[src/rtl/hood_display_driver.sv]
// Range-hood 8-digit multiplexed seven-segment driver: three pages, per-frame input snapshot.
// Optional `DISP_REMIND_BLINK_EN blinks page 1 while the cleaning reminder is active.
module hood_display_driver #(
  parameter int unsigned SCAN_DIV  = 100_000,
  parameter int unsigned BLINK_DIV = 50_000_000
) (
  input  logic       clk,
  input  logic       reset,
  input  logic       power_on,
  input  logic       btn_page,
  input  logic [5:0] cur_hour,
  input  logic [5:0] cur_min,
  input  logic [5:0] cur_second,
  input  logic [5:0] work_hours,
  input  logic [5:0] work_minutes,
  input  logic [3:0] state_smoke_lvl,
  input  logic [5:0] hand_time,
  input  logic       remind,
  output logic [7:0] an,
  output logic [7:0] seg
);
  localparam int unsigned DW = (SCAN_DIV > 1) ? $clog2(SCAN_DIV) : 1;

  localparam logic [7:0] GLYPH_DASH  = 8'h40;
  localparam logic [7:0] GLYPH_L     = 8'h38;
  localparam logic [7:0] GLYPH_H     = 8'h76;
  localparam logic [7:0] GLYPH_BLANK = 8'h00;

  typedef enum logic [1:0] {PAGE_CLOCK, PAGE_WORK, PAGE_HAND} page_e;

  function automatic logic [7:0] digit_glyph(input logic [3:0] d);
    case (d)
      4'h0: return 8'h3F;
      4'h1: return 8'h06;
      4'h2: return 8'h5B;
      4'h3: return 8'h4F;
      4'h4: return 8'h66;
      4'h5: return 8'h6D;
      4'h6: return 8'h7D;
      4'h7: return 8'h07;
      4'h8: return 8'h7F;
      4'h9: return 8'h6F;
      4'hA: return 8'h77;
      4'hB: return 8'h7C;
      4'hC: return 8'h39;
      4'hD: return 8'h5E;
      4'hE: return 8'h79;
      default: return 8'h71;
    endcase
  endfunction

  function automatic logic [7:0] tens_glyph(input logic [5:0] v);
    return digit_glyph(4'(v / 6'd10));
  endfunction

  function automatic logic [7:0] ones_glyph(input logic [5:0] v);
    return digit_glyph(4'(v % 6'd10));
  endfunction

  logic [DW-1:0] div_cnt_q, div_cnt_d;
  logic [2:0]    idx_q, idx_d;
  page_e         page_q, page_d, snap_page_q, snap_page_d;
  logic          btn_prev_q;
  logic [5:0]    snap_hour_q, snap_min_q, snap_sec_q, snap_wh_q, snap_wm_q, snap_hand_q;
  logic [5:0]    snap_hour_d, snap_min_d, snap_sec_d, snap_wh_d, snap_wm_d, snap_hand_d;
  logic [3:0]    snap_lvl_q, snap_lvl_d;
  logic [7:0]    an_q, an_d, seg_q, seg_d;
  logic          tc, frame_start, btn_rise, blink_blank;
  logic [7:0]    glyph;

`ifdef DISP_REMIND_BLINK_EN
  localparam int unsigned BW = (BLINK_DIV > 1) ? $clog2(BLINK_DIV) : 1;
  logic [BW-1:0] blink_cnt_q, blink_cnt_d;
  logic          blink_phase_q, blink_phase_d;
  logic          snap_remind_q, snap_remind_d;

  always_comb begin
    blink_cnt_d   = blink_cnt_q + 1'b1;
    blink_phase_d = blink_phase_q;
    if (blink_cnt_q == BW'(BLINK_DIV - 1)) begin
      blink_cnt_d   = '0;
      blink_phase_d = ~blink_phase_q;
    end
    snap_remind_d = frame_start ? remind : snap_remind_q;
    blink_blank   = (snap_page_q == PAGE_WORK) && snap_remind_q && blink_phase_q;
  end

  always_ff @(posedge clk) begin
    if (reset) begin
      blink_cnt_q   <= '0;
      blink_phase_q <= 1'b0;
      snap_remind_q <= 1'b0;
    end else begin
      blink_cnt_q   <= blink_cnt_d;
      blink_phase_q <= blink_phase_d;
      snap_remind_q <= snap_remind_d;
    end
  end
`else
  localparam int unsigned unused_blink_div = BLINK_DIV;
  logic unused_remind;
  assign unused_remind = remind;
  assign blink_blank   = 1'b0;
`endif

  always_comb begin
    tc          = (div_cnt_q == DW'(SCAN_DIV - 1));
    div_cnt_d   = tc ? '0 : div_cnt_q + 1'b1;
    idx_d       = tc ? idx_q + 3'd1 : idx_q;
    frame_start = tc && (idx_q == 3'd7);
    btn_rise    = btn_page && !btn_prev_q;

    page_d = page_q;
    if (btn_rise) begin
      case (page_q)
        PAGE_CLOCK: page_d = PAGE_WORK;
        PAGE_WORK:  page_d = PAGE_HAND;
        default:    page_d = PAGE_CLOCK;
      endcase
    end

    // Snapshot samples page_q, so an edge on the frame-start cycle lands next frame.
    snap_page_d = frame_start ? page_q          : snap_page_q;
    snap_hour_d = frame_start ? cur_hour        : snap_hour_q;
    snap_min_d  = frame_start ? cur_min         : snap_min_q;
    snap_sec_d  = frame_start ? cur_second      : snap_sec_q;
    snap_wh_d   = frame_start ? work_hours      : snap_wh_q;
    snap_wm_d   = frame_start ? work_minutes    : snap_wm_q;
    snap_lvl_d  = frame_start ? state_smoke_lvl : snap_lvl_q;
    snap_hand_d = frame_start ? hand_time       : snap_hand_q;
  end

  always_comb begin
    glyph = GLYPH_BLANK;
    case (snap_page_q)
      PAGE_CLOCK:
        case (idx_q)
          3'd7: glyph = tens_glyph(snap_hour_q);
          3'd6: glyph = ones_glyph(snap_hour_q);
          3'd4: glyph = tens_glyph(snap_min_q);
          3'd3: glyph = ones_glyph(snap_min_q);
          3'd1: glyph = tens_glyph(snap_sec_q);
          3'd0: glyph = ones_glyph(snap_sec_q);
          default: glyph = GLYPH_DASH;
        endcase
      PAGE_WORK:
        case (idx_q)
          3'd7: glyph = tens_glyph(snap_wh_q);
          3'd6: glyph = ones_glyph(snap_wh_q);
          3'd5: glyph = GLYPH_DASH;
          3'd4: glyph = tens_glyph(snap_wm_q);
          3'd3: glyph = ones_glyph(snap_wm_q);
          3'd1: glyph = GLYPH_L;
          3'd0: glyph = digit_glyph(snap_lvl_q);
          default: glyph = GLYPH_BLANK;
        endcase
      PAGE_HAND:
        case (idx_q)
          3'd7: glyph = GLYPH_H;
          3'd1: glyph = tens_glyph(snap_hand_q);
          3'd0: glyph = ones_glyph(snap_hand_q);
          default: glyph = GLYPH_BLANK;
        endcase
      default: glyph = GLYPH_BLANK;
    endcase

    an_d  = '0;
    seg_d = '0;
    if (power_on) begin
      seg_d = glyph;
      if (!blink_blank) an_d = 8'b1 << idx_q;
    end
  end

  always_ff @(posedge clk) begin
    if (reset) begin
      div_cnt_q   <= '0;
      idx_q       <= '0;
      page_q      <= PAGE_CLOCK;
      btn_prev_q  <= btn_page;
      snap_page_q <= PAGE_CLOCK;
      snap_hour_q <= '0;
      snap_min_q  <= '0;
      snap_sec_q  <= '0;
      snap_wh_q   <= '0;
      snap_wm_q   <= '0;
      snap_lvl_q  <= '0;
      snap_hand_q <= '0;
      an_q        <= '0;
      seg_q       <= '0;
    end else begin
      div_cnt_q   <= div_cnt_d;
      idx_q       <= idx_d;
      page_q      <= page_d;
      btn_prev_q  <= btn_page;
      snap_page_q <= snap_page_d;
      snap_hour_q <= snap_hour_d;
      snap_min_q  <= snap_min_d;
      snap_sec_q  <= snap_sec_d;
      snap_wh_q   <= snap_wh_d;
      snap_wm_q   <= snap_wm_d;
      snap_lvl_q  <= snap_lvl_d;
      snap_hand_q <= snap_hand_d;
      an_q        <= an_d;
      seg_q       <= seg_d;
    end
  end

  assign an  = an_q;
  assign seg = seg_q;
endmodule

[config.mk]
export PLATFORM = sky130hd
export DESIGN_NAME = hood_display_driver
export DESIGN_NICKNAME = d
export VERILOG_FILES = /design/src/rtl/hood_display_driver.sv
export SDC_FILE = /design/constraint.sdc
export NUM_CORES = 1
export LEC_CHECK = 0
export CORE_MARGIN = 3
export CORE_UTILIZATION = 30
export CTS_CLUSTER_SIZE = 20
export DETAILED_ROUTE_END_ITERATION = 10
export PLACE_DENSITY = 0.46
export SLEW_MARGIN = 20
export SYNTH_ARGS = -nofsm -noshare
export SYNTH_HDL_FRONTEND = slang
export SYNTH_SLANG_ARGS = --single-unit
[constraint.sdc]
create_clock -name clk -period 8.6 [get_ports clk]
set_clock_uncertainty 0.15 [all_clocks]
set_input_delay 1.29 -clock clk [delete_from_list [all_inputs] [get_ports clk]]
set_output_delay 1.29 -clock clk [all_outputs]
set_load 0.005 [all_outputs]
==> flow_summary.yaml <==
critical_path:
  cp-end-kind: "flop"
  crit_path_max_fanout: 42
  critPathArrivalTime_ns: 4.45
  worstSetupStartpointType: "flop"
  worstPathRequired_ns: 8.76
  worstSetupPathType: "flop to flop"
clocking:
  htreeDepth: 3
  cts_resized: 0
  ctsRootBufferMaster: "clkbuf_16"
  cts_tree: "yes"
  clock_path_buffers: 2
  postCtsSetupRepairBufs: 0
  clk_pin_slew_ns: 0.08
  cts_hold_buf: 0
  clkLatencyLatePin_ns: 0.36
  cts_made_buffers: 9
  clock_sinks: 87
pwr:
  p_leak_nw: 3.35
  vdd_drop_max_mv: 0.0807
  p_per_area_mw_per_mm2: 96.2
logic_synthesis:
  postSynthCellCount: 1083
  synth_mux_area_frac: 0.0546
  synth_compound_area_frac: 0.262
  yosysWarnings: 0
  synth_xor_area_frac: 0.0272
  synth.distinct_cells: 77
  synth_top_family_by_area: "compound AO/OA/AOI/OAI gates"
  synthArstFlopShare: 0
  synthAdderAreaFrac: 0.141
  netlist_top_cells_area: "dfxtp_1 22%, ha_1 14%, nand2_1 7.0%"
  yosys_most_used_dff: "dfxtp_1"
  ys_seq_area_frac: 0.216
  synth_area_mm2: 0.00805
  syn_nets: 1217
  yosysTopAreaCellShare: 0.216
  yosys_register_bits: 87
  synth.avg_cell_area_um2: 7.43
  yosys.area.top_type: "dfxtp_1"
  yosys.area_share.simple: 0.231
  synth_edf_count: 0
place:
  io_buffers: 58
  pre_cts_slack_ns: 4.24
  gp_congestion: 0.853
  place_inst: 1415
  hpwl_um: 16300
timing:
  layout_setup_ws_ns: 4.31
  maxSlewHeadroom: 0.288
  max_freq_ghz: 0.233
  rsz0062_at_grt: "false"
  worstMarginPinSlew_ns: 1.07
  setup_tns_ns: 0
  finalHoldViolations: 0
  timing.final.crit_period_ns: 4.29
  post-route-period-util: 0.498
  finalMaxSlewViolations: 0
  setup_violations: 0
die:
  die_x_um: 170
  io_pins: 61
  start_util: 0.307
  rows: 59
  chipHeight_um: 170
  core_area_mm2: 0.0262
  design.die.area_mm2: 0.0288
global_routing:
  grt_pass1_vias: 7166
  grt_pass1_wl_um: 36900
  grt_overflow_total: 0
  grt_use_total: 0.156
  grt_max_degree: 54
  antenna_found_initial: 0
finish:
  nets: 1225
  layout-drive-gt1-share: 0.0511
  syn2layout_area_growth_pct: 12.7
  layout_common_cells: "151 x nand2_1, 101 x a21oi_1, 89 x ha_1, 87 x dfxtp_1, 85 x nor2_1"
  final-instance-count-excl-fill: 1431
  antenna_cells: 0
  nFillCells: 2776
  layout_commonest_cell: "nand2_1"
route:
  detail-route-antenna-nets: 0
  drtPass1Iterations: 5
  num_vias: 7558
  viasPerCell: 5.28
  wl_per_cell_um: 15.7
  drc_errors: 0
  finalWirelength_um: 22400
  first_iter_violations: 582
job:
  max-cap-violations: 0
status:
  status: "finished clean"
hold_path:
  hp-class: "flop to flop"
-- power breakdown --
group	internal (W)	switching, W
registers	0.000406	0.00000202
logic	0.0000232	0.0000138
clock network	0.000210	0.000218
-- layout make-up --
cell class	count	area, µm²	share of cell area
Clock buffer	9	225	0.0248
Clock inverter	7	83.8	0.00924
Inverter	63	236	0.0261
Multi-Input combinational cell	869	5770	0.636
Sequential cell	87	1740	0.192
Tap cell	335	419	0.0462
Timing Repair Buffer	61	598	0.0659
-- sequential cells by signal, summed over array words and instances (netlist names), named ones only --
register,cells
snap_hour_q,6
div_cnt_q,17
btn_prev_q,1
page_q,2
snap_hand_q,6
snap_min_q,6
snap_lvl_q,4
an,8
idx_q,3
snap_wh_q,6
seg,7
snap_sec_q,6
snap_wm_q,6
snap_page_q,2
-- layer usage --
layer	wire length (µm)	GRT usage	up-vias
li1	-	-	3885
met1	11300	0.220	3534
met2	10100	0.252	122
met3	744	0.0249	17
met4	245	0.0345	0
met5	0	0	-
-- Yosys cell counts, types with 15 or more instances --
cell type  instances
xor2_1            15
o211ai_1          17
inv_1             62
dfxtp_1           87
nand2b_1          19
nand2_1          151
o21ai_0           73
a21oi_1          101
mux2i_1           30
clkbuf_1          30
ha_1              89
buf_2             27
a31oi_1           19
nor2b_1           15
nand3_1           24
nor2_1            85
-- critical path, stage by stage (launching register included) --
cell	delay (ns)
dfxtp_1	0.79
ha_1	0.83
and2_2	0.91
nand2_1	0.17
a21oi_1	0.41
inv_1	0.18
ha_1	0.25
mux4_1	0.49
inv_1	0.06
-- worst paths after layout --
| path | start | endpoint | slack [ns] | depth (start not counted) |
|---|---|---|---|---|
| max reg2reg | idx_q[2] | flop | 4.31 | 8 |
| min reg2reg | snap_lvl_q[0] | snap_lvl_q[0] | 0.32 | 2 |
| max | idx_q[2] | flop | 4.31 | 8 |
| min | snap_lvl_q[0] | snap_lvl_q[0] | 0.32 | 2 |
-- through the flow --
| step | power [W] | instance area, µm² | utilization | hold WS (ns) |
|---|---|---|---|---|
| floorplan | 0.000428 | 8050 | - | 0.280 |
| global placement | 0.000455 | 8760 | 0.334 | 0.303 |
| detailed placement | 0.000455 | 8760 | 0.334 | 0.305 |
| CTS | 0.000894 | 9070 | 0.346 | 0.318 |
| global route | 0.000905 | 9070 | 0.346 | 0.363 |
| finish | 0.000872 | 9070 | 0.346 | 0.316 |
-- kinds of logic after synthesis --
family | Yosys count
and+or+nand+nor | 385
adders and majority gates | 91
buffers and inverters | 127
AOI/OAI and AO/OA | 326
xor gates and xnor gates | 25
other | 1
muxes | 41
DFF | 87
(Power assumes the default switching activity.)
